File: src/rtl/brcomp_seq.sv
// Multi-cycle RISC-V branch comparator: scans rs1/rs2 one slice per cycle, MSB slice first,
// and resolves BrEq/BrLt/taken behind valid/ready handshakes on both sides.
module brcomp_seq #(
   parameter int unsigned WIDTH      = 32,
   parameter int unsigned CHUNK_W    = 8,
   parameter bit          EARLY_EXIT = 1'b1
) (
   input  logic             clk_i,
   input  logic             rst_i,
   input  logic             valid_i,
   output logic             ready_o,
   input  logic [WIDTH-1:0] rs1_i,
   input  logic [WIDTH-1:0] rs2_i,
   input  logic [2:0]       funct3_i,
   output logic             valid_o,
   input  logic             ready_i,
   output logic             BrEq_o,
   output logic             BrLt_o,
   output logic             taken_o,
   output logic             illegal_o
);

   localparam int unsigned NCHUNK = WIDTH / CHUNK_W;
   localparam int unsigned IDX_W  = (NCHUNK > 1) ? $clog2(NCHUNK) : 1;
   localparam logic [WIDTH-1:0] SIGN_MASK = WIDTH'(1) << (WIDTH - 1);

   if ((WIDTH % CHUNK_W) != 0) begin : g_bad_width
      $error("brcomp_seq: WIDTH must be a multiple of CHUNK_W");
   end

   typedef enum logic [1:0] {IDLE, CMP, DONE} state_t;

   state_t             state_q, state_d;
   logic [WIDTH-1:0]   a_q, a_d, b_q, b_d;
   logic [2:0]         f3_q, f3_d;
   logic [IDX_W-1:0]   idx_q, idx_d;
   logic               eq_acc_q, eq_acc_d, lt_acc_q, lt_acc_d;
   logic               ready_q, ready_d, valid_q, valid_d;
   logic               br_eq_q, br_eq_d, br_lt_q, br_lt_d;
   logic               taken_q, taken_d, illegal_q, illegal_d;

   logic [CHUNK_W-1:0] sa, sb;
   logic               diff, eq_nxt, lt_nxt, last;

   // Current slice and the accumulators after folding it in
   assign sa     = a_q[32'(idx_q) * CHUNK_W +: CHUNK_W];
   assign sb     = b_q[32'(idx_q) * CHUNK_W +: CHUNK_W];
   assign diff   = (sa != sb);
   assign eq_nxt = eq_acc_q & ~diff;
   assign lt_nxt = (eq_acc_q && diff) ? (sa < sb) : lt_acc_q;
   assign last   = (idx_q == '0) || (EARLY_EXIT && diff);

   always_comb begin
      state_d   = state_q;
      a_d       = a_q;
      b_d       = b_q;
      f3_d      = f3_q;
      idx_d     = idx_q;
      eq_acc_d  = eq_acc_q;
      lt_acc_d  = lt_acc_q;
      valid_d   = valid_q;
      br_eq_d   = br_eq_q;
      br_lt_d   = br_lt_q;
      taken_d   = taken_q;
      illegal_d = illegal_q;
      ready_d   = 1'b0;

      case (state_q)
         IDLE: begin
            if (valid_i && ready_q) begin
               // Signed compare becomes unsigned once the sign bits are flipped
               a_d      = funct3_i[1] ? rs1_i : (rs1_i ^ SIGN_MASK);
               b_d      = funct3_i[1] ? rs2_i : (rs2_i ^ SIGN_MASK);
               f3_d     = funct3_i;
               idx_d    = IDX_W'(NCHUNK - 1);
               eq_acc_d = 1'b1;
               lt_acc_d = 1'b0;
               state_d  = CMP;
            end
         end
         CMP: begin
            eq_acc_d = eq_nxt;
            lt_acc_d = lt_nxt;
            if (last) begin
               br_eq_d   = eq_nxt;
               br_lt_d   = lt_nxt;
               illegal_d = 1'b0;
               case (f3_q)
                  3'b000:         taken_d = eq_nxt;
                  3'b001:         taken_d = ~eq_nxt;
                  3'b100, 3'b110: taken_d = lt_nxt;
                  3'b101, 3'b111: taken_d = ~lt_nxt;
                  default: begin
                     taken_d   = 1'b0;
                     illegal_d = 1'b1;
                  end
               endcase
               valid_d = 1'b1;
               state_d = DONE;
            end else begin
               idx_d = idx_q - IDX_W'(1);
            end
         end
         DONE: begin
            if (ready_i) begin
               valid_d = 1'b0;
               state_d = IDLE;
            end
         end
         default: state_d = IDLE;
      endcase

      ready_d = (state_d == IDLE);
   end

   always_ff @(posedge clk_i) begin
      if (rst_i) begin
         state_q   <= IDLE;
         a_q       <= '0;
         b_q       <= '0;
         f3_q      <= '0;
         idx_q     <= '0;
         eq_acc_q  <= 1'b0;
         lt_acc_q  <= 1'b0;
         ready_q   <= 1'b0;
         valid_q   <= 1'b0;
         br_eq_q   <= 1'b0;
         br_lt_q   <= 1'b0;
         taken_q   <= 1'b0;
         illegal_q <= 1'b0;
      end else begin
         state_q   <= state_d;
         a_q       <= a_d;
         b_q       <= b_d;
         f3_q      <= f3_d;
         idx_q     <= idx_d;
         eq_acc_q  <= eq_acc_d;
         lt_acc_q  <= lt_acc_d;
         ready_q   <= ready_d;
         valid_q   <= valid_d;
         br_eq_q   <= br_eq_d;
         br_lt_q   <= br_lt_d;
         taken_q   <= taken_d;
         illegal_q <= illegal_d;
      end
   end

   assign ready_o   = ready_q;
   assign valid_o   = valid_q;
   assign BrEq_o    = br_eq_q;
   assign BrLt_o    = br_lt_q;
   assign taken_o   = taken_q;
   assign illegal_o = illegal_q;

endmodule

File: config.mk
export PLATFORM = sky130hd
export DESIGN_NAME = brcomp_seq
export DESIGN_NICKNAME = d
export VERILOG_FILES = /design/src/rtl/brcomp_seq.sv
export SDC_FILE = /design/constraint.sdc
export NUM_CORES = 1
export LEC_CHECK = 0
export BUFFER_PORTS_ARGS = -buffer_cell sky130_fd_sc_hd__buf_2
export CORE_MARGIN = 2
export CORE_UTILIZATION = 30
export CTS_BUF_LIST = sky130_fd_sc_hd__clkbuf_8
export DETAILED_ROUTE_END_ITERATION = 10
export GPL_TIMING_DRIVEN = 0
export HOLD_SLACK_MARGIN = 0.03
export SYNTH_ARGS = -nofsm -noshare
export SYNTH_HDL_FRONTEND = slang
export SYNTH_SLANG_ARGS = --single-unit
File: constraint.sdc
create_clock -name clk_i -period 3.6 [get_ports clk_i]
set_input_delay 0.18 -clock clk_i [delete_from_list [all_inputs] [get_ports clk_i]]
set_output_delay 0.18 -clock clk_i [all_outputs]
set_load 0.02 [all_outputs]
======== After elaboration in Yosys (flattened, before gate mapping) ========
Cells that the tools add are included.
storage, ports and cells
  register bits after elaboration ......... 79
  bits in latches ......................... 0
  RAM bits ................................ 0
  memory bits (read-only) ................. 0
  bits of input ports ..................... 71
  output and inout bits ................... 6
  memories kept ........................... 0
operators by class
  $add $sub $neg .......................... 1
  multiply operators ...................... 0
  divide/modulo/power cells ............... 0
  $lt $le $gt $ge ......................... 1
  equality and inequality tests ........... 12
  shift operators ......................... 2
  mux-type cells .......................... 19
  bitwise operators ....................... 6
  reduce and logical (&&, ||, !) cells .... 17
operators by type and width
  cell                  count
  $mux W32              2
  $shiftx A32 B6 Y8     2
  $eq A3 B3 Y1 const B  4
  $mux W2               5
  $lt A8 B8 Y1          1
  $ne A2 B2 Y1 const B  4
  $ne A8 B8 Y1          1
  $logic_not A2 Y1      3
  $mux W1               6
  $pmux W1 S2           3
  $pmux W2 S3           1
  $reduce_and A2 Y1     3
  $reduce_and A3 Y1     2
  $reduce_or A6 Y1      1
  $not A1 Y1            5
  $pmux W1 S4           1
  $pmux W2 S2           1
  $reduce_bool A2 Y1    2
  $reduce_or A2 Y1      2
  $eq A3 B1 Y1 const B  1
  $logic_not A3 Y1      1
  $eq A2 B1 Y1 const B  1
  $eq A2 B2 Y1 const B  1
  $logic_and A1 B1 Y1   2
  other kinds (3)       3

======== Longest topological paths before layout ========
  depth in word-level cells ............... 6
  depth in mapped cells ................... 12
  depth with buffers taken out ............ 9

======== Worst setup path before layout ========
Ideal clock, no wire load.
  path type ............................... register to register
  start point ............................. register idx_q[0]
  end point ............................... register taken_q (netlist: taken_o)
  setup time .............................. 0.127 ns
  data arrival time ....................... 2.691 ns
  slack ................................... 0.781 ns
  stages on the path, launching flop included .. 11
  period minus slack after synthesis ...... 2.819 ns
  path through ............................ dfxtp_1 > buf_2 > buf_2 > mux4_2 > ha_1 > nand4_2 > or3_1 > xor2_1 > o31ai_2 > a22oi_1 > o21ai_1
on the way
  word-level cells in the longest chain between the ends .. 6
  elaborated cells on any way between the ends .. 14
ends and longest elaborated chain
  item                                                  line  text
  from (decl)                                           36    logic [IDX_W-1:0] idx_q, idx_d;
  from (signal assigned)                                136   idx_q <= idx_d;
  branches (longest 6 deep; another with $lt A8 B8 Y1)  -
  to (signal assigned)                                  143   taken_q <= taken_d;
  to (decl)                                             40    logic taken_q, taken_d, illegal_q, illegal_d;
Several ways; the timed one is not identified.
A chain may end at the register's enable or synchronous reset.

======== Worst setup path after layout ========
Ends and elaborated chain as after synthesis.

==> run summary <==
root buffer cell: clkbuf_8
Hold Path Stages: 3
worst-path maximum fanout: 10
post-route ant nets: 0
#FFs+latches synth: 79
Reg2Reg Setup Slack: 0.42 ns
Mapped Nets: 485
via count: 3043
Async S/R FF share, synth: 0
synthesis-to-layout area growth: 22.2%
CP required: 3.90 ns
Routability Congestion: 0.850
Max Freq: 0.315 GHz
unrepaired setup endpoints after global routing: false
clk sinks: 79
post-route cell area: 0.00419 sq mm
Yosys warnings: 0
initial antenna violation count: 0
Die ar.: 0.0123 sq mm
Min-Delay Path Class: in2reg
Initial Util: 0.304
Int Power: 1.49 mW
TritonCTS Buffers: 9
Synth top area share: 0.461
Post-Syn Area: 0.00343 sq mm
switching share of power: 0.287
Setup Skew: 0.00886 ns
Setup violations, final: 0
core area: 0.0113 sq mm
Reg power frac: 0.468
Placed Area: 0.00399 sq mm
Clock transition at path regs: 0.08 ns
Row Count: 39
layout cells sized above 1: 0.248
TritonCTS clock tree: built
post-synth top area cell: dfxtp_1
# hold bufs at CTS: 0
Hold Path Sink: b_q[10]
most common cell in the synthesized netlist: nand2_1
sequential fraction of the synthesis area: 0.461
Post-DP HPWL: 7.22 mm
first-pass GRT wire length: 15.1 mm
Net Sw Power: 0.597 mW
Die Y: 111 microns
H-tree lvl count: 3
gr usage total: 0.157
Synth top cells by count: nand2_1 (141), a21oi_1 (79), dfxtp_1 (79)
Vias/cell: 4.76
drt pass-1 iters: 7
WL/cell: 14.6 microns
grt total ovfl: 0
max_slew headroom: 0.326
WP data arrival: 3.47 ns
final period utilization: 0.883
worst-skew pair later-pin latency: 0.36 ns
Comb pwr share: 0.205
Critical Path End Type: flip-flop
pwr dens: 497 mW/mm^2
port bufs: 75
cell count after synthesis: 405
Period minus WS final: 3.18 ns
Pins Over Slew Limit: 0
Mapped Avg Cell Area: 8.47 sq um
Most used DFF post-synth: dfxtp_1
Setup CP Type: reg2reg
total length of routed wires: 9.30 mm
outcome: finished, final reports clean
Antenna Cells: 0
Hold Fails Final Rpt: 0
CTS resizes: 0
DRC violations left: 0
Clock Power Share: 0.327
initial DRC count: 143
r2r startpoint: idx_q[0]
NumNets Final: 571
Post-synth EDFFs: 0
Max VDD drop: 156 uV
Final TNS setup: 0 ns
Leakage: 1.61 nW
clk buf depth: 2
IO Count: 77
Worst-Margin Slew: 1.00 ns
hold path startpoint: rs2_i[10]
largest cells by area after synthesis: dfxtp_1 (46%), nand2_1 (15%), a21oi_1 (12%)
FF-to-FF End: taken_o
postcts setup bufs: 0
Reg2Reg Depth: 11
die width: 111 microns
vias in the first global route: 3128
Max Cap Viol: 0
total power: 2.08 mW
largest net degree at the start of global routing: 13
CP Launch Type: flip-flop
distinct cell type count of the synthesized netlist: 34
[cell type report]
cell class                      count  area [sq um]
Clock buffer                       12           165
Tap cell                          143           179
Multi-Input combinational cell    286          1680
Timing Repair Buffer               75           375
Sequential cell                    79          1580
Fill cell                        1173          7080
Clock inverter                      4          43.8
Inverter                           11          41.3
Buffer                             29           129
[through the flow]
step                std cells   util  hold WS [ns]  setup slack, ns
global placement          623  0.354         0.426            0.453
global route              639  0.372        0.0412            0.115
detailed placement        623  0.354         0.426            0.365
CTS                       639  0.372        0.0429            0.354
finish                    639  0.372        0.0501            0.423
floorplan                 405      -         0.316            0.781
[worst max path at each step]
stage                         from       to  slack [ns]  depth (start not counted)
after CTS                 idx_q[0]  taken_o        0.35                         11
after global placement    idx_q[0]  taken_o        0.45                         10
after global routing      idx_q[0]  taken_o        0.11                         11
final                     idx_q[0]  taken_o        0.42                         11
after detailed placement  idx_q[0]  taken_o        0.36                         11
after floorplan           idx_q[0]  taken_o        0.78                         10
[critical path: stages (launching register included)]
cell and delay (ns):
dfxtp_1 0.31, buf_2 0.30, buf_2 0.37, mux4_2 0.57
ha_1 0.34, nand4_1 0.21, o31ai_2 0.30, buf_6 0.19
nor3b_2 0.06, nor3_1 0.22, nand3_1 0.12, o21ai_1 0.12
[power by group through the flow]
stage	Sequential, mW	Clock, mW	Combinational, mW
after global placement	0.992	0	0.419
final	0.974	0.682	0.427
after detailed placement	0.993	0	0.430
after floorplan	0.984	0	0.298
after global routing	0.981	0.733	0.483
after CTS	0.973	0.695	0.432
[layout by cell type (no fill, tap or decap), types with 2 or more instances in the layout]
cell / Yosys / final
nand2_1: 141 / 141
buf_2: 10 / 85
dfxtp_1: 79 / 79
a21oi_1: 79 / 79
clkbuf_1: 17 / 17
mux4_2: 16 / 16
inv_1: 11 / 12
clkbuf_8: 0 / 12
ha_1: 9 / 9
nor2_1: 8 / 8
o21ai_0: 4 / 4
nor3_1: 3 / 3
o31ai_2: 3 / 3
or3_1: 2 / 2
xnor2_1: 2 / 2
nor2b_1: 2 / 2
clkinv_2: 0 / 2
[sequential cells by signal (all words and copies together) (netlist names)]
name,cells
BrEq_o,1
BrLt_o,1
a_q,32
b_q,32
eq_acc_q,1
f3_q,3
idx_q,2
illegal_o,1
lt_acc_q,1
ready_o,1
state_q,2
taken_o,1
valid_o,1
[routing by layer]
layer  vias to the layer above  global-route usage  routed length [microns]
li1                       1531                   -                        -
met1                      1410               0.195                     4320
met2                        82               0.254                     4310
met3                        20              0.0410                      408
met4                         0              0.0725                      262
met5                         -                   0                        0
[cell families after synthesis]
logic type | count (synthesis) | synth area share
AO/OA/AOI/OAI | 91 | 0.143
XOR/XNOR | 3 | 0.00766
adder cells (fa/ha/maj) | 9 | 0.0328
buffers and inverters | 40 | 0.0496
flip-flops | 79 | 0.461
multiplexers | 17 | 0.108
AND/OR/NAND/NOR | 166 | 0.198
(Power assumes the default switching activity.)
